[config.mk]
export PLATFORM = sky130hd
export DESIGN_NAME = int_mul_param_iter
export DESIGN_NICKNAME = d
export VERILOG_FILES = /design/src/rtl/int_mul_param_iter.sv
export SDC_FILE = /design/constraint.sdc
export NUM_CORES = 1
export LEC_CHECK = 0
export BUFFER_PORTS_ARGS = -buffer_cell sky130_fd_sc_hd__buf_2
export CAP_MARGIN = 20
export CORE_UTILIZATION = 60
export DETAILED_ROUTE_END_ITERATION = 8
export PLACE_DENSITY = 0.92
export SYNTH_ARGS = -nofsm -noshare
export SYNTH_HDL_FRONTEND = slang
export SYNTH_SLANG_ARGS = --single-unit
[constraint.sdc]
create_clock -name clk -period 6.7 [get_ports clk]
set_clock_uncertainty 0.15 [all_clocks]
set_input_delay 0.67 -clock clk [delete_from_list [all_inputs] [get_ports clk]]
set_output_delay 0.67 -clock clk [all_outputs]
set_load 0.02 [all_outputs]
[src/rtl/int_mul_param_iter.sv]
// Iterative shift-add multiplier producing the full 2*p_nbits product with a signed/unsigned mode per request.
// Optional macro INT_MUL_EARLY_EXIT_EN: leave CALC once the remaining multiplier bits are all zero.
module int_mul_param_iter #(
    parameter int p_nbits     = 32,
    parameter int p_cnt_nbits = $clog2(p_nbits)
) (
    input  logic                   clk,
    input  logic                   reset,
    input  logic                   istream_val,
    output logic                   istream_rdy,
    input  logic [2*p_nbits-1:0]   istream_msg,
    input  logic                   istream_signed,
    output logic                   ostream_val,
    input  logic                   ostream_rdy,
    output logic [2*p_nbits-1:0]   ostream_msg
);
    localparam int W2 = 2 * p_nbits;

    typedef enum logic [1:0] {IDLE, CALC, DONE} state_t;

    state_t                 state, state_nxt;
    logic [p_cnt_nbits-1:0] cnt;
    logic [W2-1:0]          a_reg;
    logic [W2-1:0]          acc;
    logic [p_nbits-1:0]     b_reg;
    logic                   neg;
    logic [p_nbits-1:0]     a_in, b_in;
    logic                   in_fire, out_fire, calc_last;

    // Magnitude of an N-bit operand; -2^(N-1) maps to 2^(N-1), which still fits unsigned.
    function automatic logic [p_nbits-1:0] magnitude(input logic [p_nbits-1:0] x, input logic sgn);
        return (sgn && x[p_nbits-1]) ? ((~x) + p_nbits'(1)) : x;
    endfunction

    function automatic logic [W2-1:0] apply_sign(input logic [W2-1:0] x, input logic n);
        return n ? ((~x) + W2'(1)) : x;
    endfunction

    assign a_in     = istream_msg[W2-1:p_nbits];
    assign b_in     = istream_msg[p_nbits-1:0];
    assign in_fire  = istream_val && istream_rdy;
    assign out_fire = ostream_val && ostream_rdy;

`ifdef INT_MUL_EARLY_EXIT_EN
    assign calc_last = (cnt == p_cnt_nbits'(p_nbits - 1)) || (b_reg[p_nbits-1:1] == '0);
`else
    assign calc_last = (cnt == p_cnt_nbits'(p_nbits - 1));
`endif

    always_ff @(posedge clk) begin
        if (!reset) state <= IDLE;
        else        state <= state_nxt;
    end

    always_comb begin
        state_nxt   = state;
        istream_rdy = 1'b0;
        ostream_val = 1'b0;
        case (state)
            IDLE: begin
                istream_rdy = reset;
                if (istream_val && reset) state_nxt = CALC;
            end
            CALC: begin
                if (calc_last) state_nxt = DONE;
            end
            DONE: begin
                ostream_val = reset;
                if (ostream_rdy) state_nxt = IDLE;
            end
            default: state_nxt = IDLE;
        endcase
    end

    always_ff @(posedge clk) begin
        if (!reset) begin
            cnt   <= '0;
            acc   <= '0;
            a_reg <= '0;
            b_reg <= '0;
            neg   <= 1'b0;
        end else if (in_fire) begin
            a_reg <= {{p_nbits{1'b0}}, magnitude(a_in, istream_signed)};
            b_reg <= magnitude(b_in, istream_signed);
            neg   <= istream_signed && (a_in[p_nbits-1] ^ b_in[p_nbits-1]);
            acc   <= '0;
            cnt   <= '0;
        end else if (state == CALC) begin
            if (b_reg[0]) acc <= acc + a_reg;
            a_reg <= a_reg << 1;
            b_reg <= b_reg >> 1;
            cnt   <= cnt + p_cnt_nbits'(1);
        end
    end

    // The sign is applied once at the output so DONE holds a stable value under back-pressure.
    assign ostream_msg = apply_sign(acc, neg);

`ifndef SYNTHESIS
    task display_trace();
        $display("imul %s cnt=%0d a=%h b=%h acc=%h neg=%b msg=%h",
                 state.name(), cnt, a_reg, b_reg, acc, neg, ostream_msg);
    endtask
`endif

endmodule

After elaboration in Yosys (flattened, before gate mapping)
Index checks and enable logic that the tools add are counted.

word-level totals
  bits in registers = 168
  input bits = 69

operators by class
  $add $sub $neg = 5
  eq/ne operators = 6
  mux-type cells = 13
  bitwise operators = 5
  reduce and logical (&&, ||, !) cells = 10

operators with widths
  cell                     number
  $mux W32                 6
  $add A32 B1 Y32 const B  2
  $add A64 B1 Y64 const B  1
  $add A64 B64 Y64         1
  $mux W64                 1
  $not A32 Y32             2
  $not A64 Y64             1
  $mux W2                  3
  $ne A2 B2 Y1 const B     3
  $pmux W2 S3              1
  $add A5 B1 Y5 const B    1
  $eq A5 B5 Y1 const B     1
  $logic_and A1 B1 Y1      5
  $reduce_and A3 Y1        1
  $eq A2 B1 Y1 const B     1
  $eq A2 B2 Y1 const B     1
  $logic_not A2 Y1         1
  $mux W1                  2
  $reduce_and A2 Y1        1
  $reduce_bool A2 Y1       1
  $reduce_or A2 Y1         1
  $not A1 Y1               1
  $xor A1 B1 Y1            1

Logic depth before layout (Yosys ltp)
  depth after elaboration = 4
  mapped depth = 13
  depth with buffers taken out = 13

Least setup slack after synthesis
No wires, ideal clock.

  kind = flip-flop to output port
  from = register acc[27]
  to = output port ostream_msg[61]
  arrival = 3.381 ns
  data required time = 5.880 ns
  setup slack = 2.499 ns
  cell stages (with the launch flop) = 10
  path buffers = 0
  cells stage by stage = dfxtp_1 or3_4 or3_4 or3_4 or3_4 or4_4 or3_4 or2_4 o41ai_4 xnor2_1

between the ends
  word-level cells in the longest chain between the ends = 3

RTL lines
  element                   line  RTL
  start: declaration        24    logic [W2-1:0] acc;
  start signal: assignment  89    if (b_reg[0]) acc <= acc + a_reg;
  $not A64 Y64              36    return n ? ((~x) + W2'(1)) : x;
  $add A64 B1 Y64           36
  $mux W64                  36
  end: declaration          15    output logic [2*p_nbits-1:0] ostream_msg

No other way between the ends.

Worst setup path in the final report
  from = register acc[6]
  to = output port ostream_msg[59]

Same word-level chain as after synthesis.

==> impl_metrics.tcl <==
set metrics [dict create \
    hold_class "register to register" \
    cts_tree "yes" \
    viasPerCell 6.26 \
    cp.required_ns 5.88 \
    fp.dieW_um 146 \
    hold_buffers 0 \
    grt_pass1_vias 11600 \
    grt_usage_pct 32.2 \
    end_kind "output pin" \
    layout_setup_ws_ns 1.58 \
    ys_warn_count 0 \
    slowest_stage "nor4_1" \
    post_drt_wl_per_cell_um 17.0 \
    drt-total-wl_um 34900 \
    holdPathEnd "cnt[4]$_SDFFE_PP0P_" \
    synth_area_um2 12500 \
    slew_violations 0 \
    synth_edf_count 0 \
    syn-instance-count 1699 \
    met2_length_um 15700 \
    worstMarginPinSlew_ns 1.05 \
    cts_root_buf "clkbuf_16" \
    p_seq_share_pct 43.6 \
    power.density_nw_per_um2 176 \
    grt_max_degree 116 \
    fin_crit_sh_pct 76.4 \
    mostFrequentLayoutCells "370 x nand2_1, 176 x a21oi_1, 167 x dfxtp_1" \
    async_flop_share_pct 0 \
    drive_gt1_share_pct 11.4 \
    fin_cells 2053 \
    max_freq_mhz 195 \
    leakagePower_nw 6.24 \
    ys_seq_area_share_pct 26.9 \
    numCtsBuffers 17 \
    crit_path_cell_trace "nor4_1 -> nand4b_1 -> nor3_1 -> nand2_1 -> or3_1 -> or4_4 -> or3_4 -> or2_4 -> o21ai_0 -> xnor2_1 -> buf_2" \
    placed_cells 2021 \
    cpPeakStageDelay_ns 0.59 \
    max-cap-violations 0 \
    grt_pass1_wl_um 56500 \
    post-route-drc-count 0 \
    layout_commonest_cell "nand2_1" \
    path_class "register to output pin" \
    holdPathStages 2 \
    hold_ws_ns 0.324 \
    power_switching_w 0.000687 \
    clock_path_buffers 2 \
    drtIter0Drc 1129 \
    min-delay-start "cnt[4]$_SDFFE_PP0P_" \
    placementRows 52 \
    cts_setup_buffers 0 \
    power_frac_clock_pct 42.5 \
    diodes 0 \
    total_power_w 0.00243 \
    rsz0062_at_grt "no" \
    htreeDepth 4 \
    regToRegEndpoint "acc[62]$_SDFFE_PP0P_" \
    clock_sinks 168 \
    num-fill-cells 1693 \
    rr_startpoint "acc[0]$_SDFFE_PP0P_" \
    cts_resized 0 \
    cp_max_fo 7 \
    synthFlopType "dfxtp_1" \
    fp.dieH_um 146 \
    syn_area_per_cell_um2 7.36 \
    wl_met3_um 3220 \
    hpwl_um 25400 \
    drtPass1Iterations 5 \
    dieArea_um2 21400 \
    numPortBuffers 134 \
    place.gp.congestion 0.973 \
    syn-num-nets 1837 \
    yosysUniqueCellTypes 69 \
    hold_viol 0 \
    r2r_slack_ns 2.35 \
    ir_worst_vdd_mv 0.165 \
    ant_nets 0 \
    met1_length_um 15200 \
    io_pins 135 \
    reg2reg_depth 13 \
    num_vias 12900 \
    clk_pin_slew_ns 0.06 \
    min_period_ns 5.12 \
    arrival_ns 4.30 \
    overflow 0 \
    dp_slack_ns 2.10 \
    ys_seq_elements 168 \
    tns_ns 0 \
    start_util_pct 61.6 \
    finalSetupViolCount 0 \
    sw_frac_of_total_pct 28.2 \
    antenna_found_initial 0 \
    start_kind "register" \
    p_int_w 0.00175 \
    area_growth_pct 10.7 \
    slew_headroom_pct 30.3 \
    fin_nets 1908 \
    core_um2 20300 \
    power_frac_comb_pct 13.9 \
    status "finished clean" \
    routed.top_layer "met4" \
    insertion_delay_ns 0.43 \
]
worst max path at each step:
stage,endpoint,slack [ns],cells after the start,from
after floorplan,ostream_msg[61],2.50,9,acc[27]$_SDFFE_PP0P_
after global placement,ostream_msg[61],2.23,11,acc[6]$_SDFFE_PP0P_
after detailed placement,ostream_msg[61],2.10,11,acc[6]$_SDFFE_PP0P_
after CTS,ostream_msg[61],1.64,11,acc[6]$_SDFFE_PP0P_
after global routing,ostream_msg[55],1.34,11,acc[6]$_SDFFE_PP0P_
final,ostream_msg[59],1.58,11,acc[6]$_SDFFE_PP0P_
critical path, delay by kind of cell, from the launching register on:
family / cells / cell delay, ns
flops: 1 / 0.36
compound gates: 1 / 0.20
xor+xnor: 1 / 0.15
buf+inv: 1 / 0.19
simple gates: 8 / 2.97
through the flow:
stage          util (%)  cell area [µm²]
2_1_floorplan         -            12500
3_3_place_gp       65.1            13200
3_5_place_dp       65.1            13200
4_1_cts            68.2            13800
5_1_grt            68.2            13800
6_report           68.2            13800
metal layers:
layer / vias to the layer above / GRT usage (%)
met2: 607 / 51.1
li1: 6190 / -
met1: 5993 / 44.0
met4: 0 / 10.1
met3: 65 / 6.03
met5: - / 0
power by group through the flow:
stage / logic (W) / registers, W / clock network [W]
after floorplan: 0.000241 / 0.00107 / 0
after global placement: 0.000321 / 0.00108 / 0
after detailed placement: 0.000331 / 0.00108 / 0
after CTS: 0.000334 / 0.00106 / 0.00103
after global routing: 0.000371 / 0.00106 / 0.00108
final: 0.000339 / 0.00106 / 0.00103
synth_stat cells, types with 13 or more instances:
library cell	instances	area, µm²
or3_1	16	100
o21bai_1	13	97.6
nor2_1	79	297
nand3_1	83	415
o21ai_0	97	485
a21o_1	25	188
a21oi_1	176	881
xnor2_1	115	1010
dfxtp_1	168	3360
o21a_1	13	97.6
xor2_1	56	490
clkbuf_1	75	282
o31ai_1	32	240
nand2_1	372	1400
nor3_1	31	155
nand4_1	18	113
and2_1	14	87.6
ha_1	68	851
o211a_1	44	440
inv_1	22	82.6
area by class of cell:
| type | instances | area [µm²] | share of cell area (%) |
|---|---|---|---|
| clock buffers | 21 | 480 | 3.47 |
| flip-flops and latches | 168 | 3360 | 24.3 |
| repair buffers | 143 | 738 | 5.34 |
| inverters | 22 | 82.6 | 0.597 |
| clock inverters | 11 | 134 | 0.968 |
| well taps | 270 | 338 | 2.44 |
| multi-input cells | 1418 | 8700 | 62.9 |
kinds of logic after synthesis:
kind of cell               synth area share, %
DFF                                       26.9
buffers and inverters                     3.64
AOI/OAI and AO/OA                         25.0
and+or+nand+nor                           25.2
muxes                                    0.240
adders and majority gates                 6.97
xor gates and xnor gates                  12.0
Power figures use the tool's default switching activity.
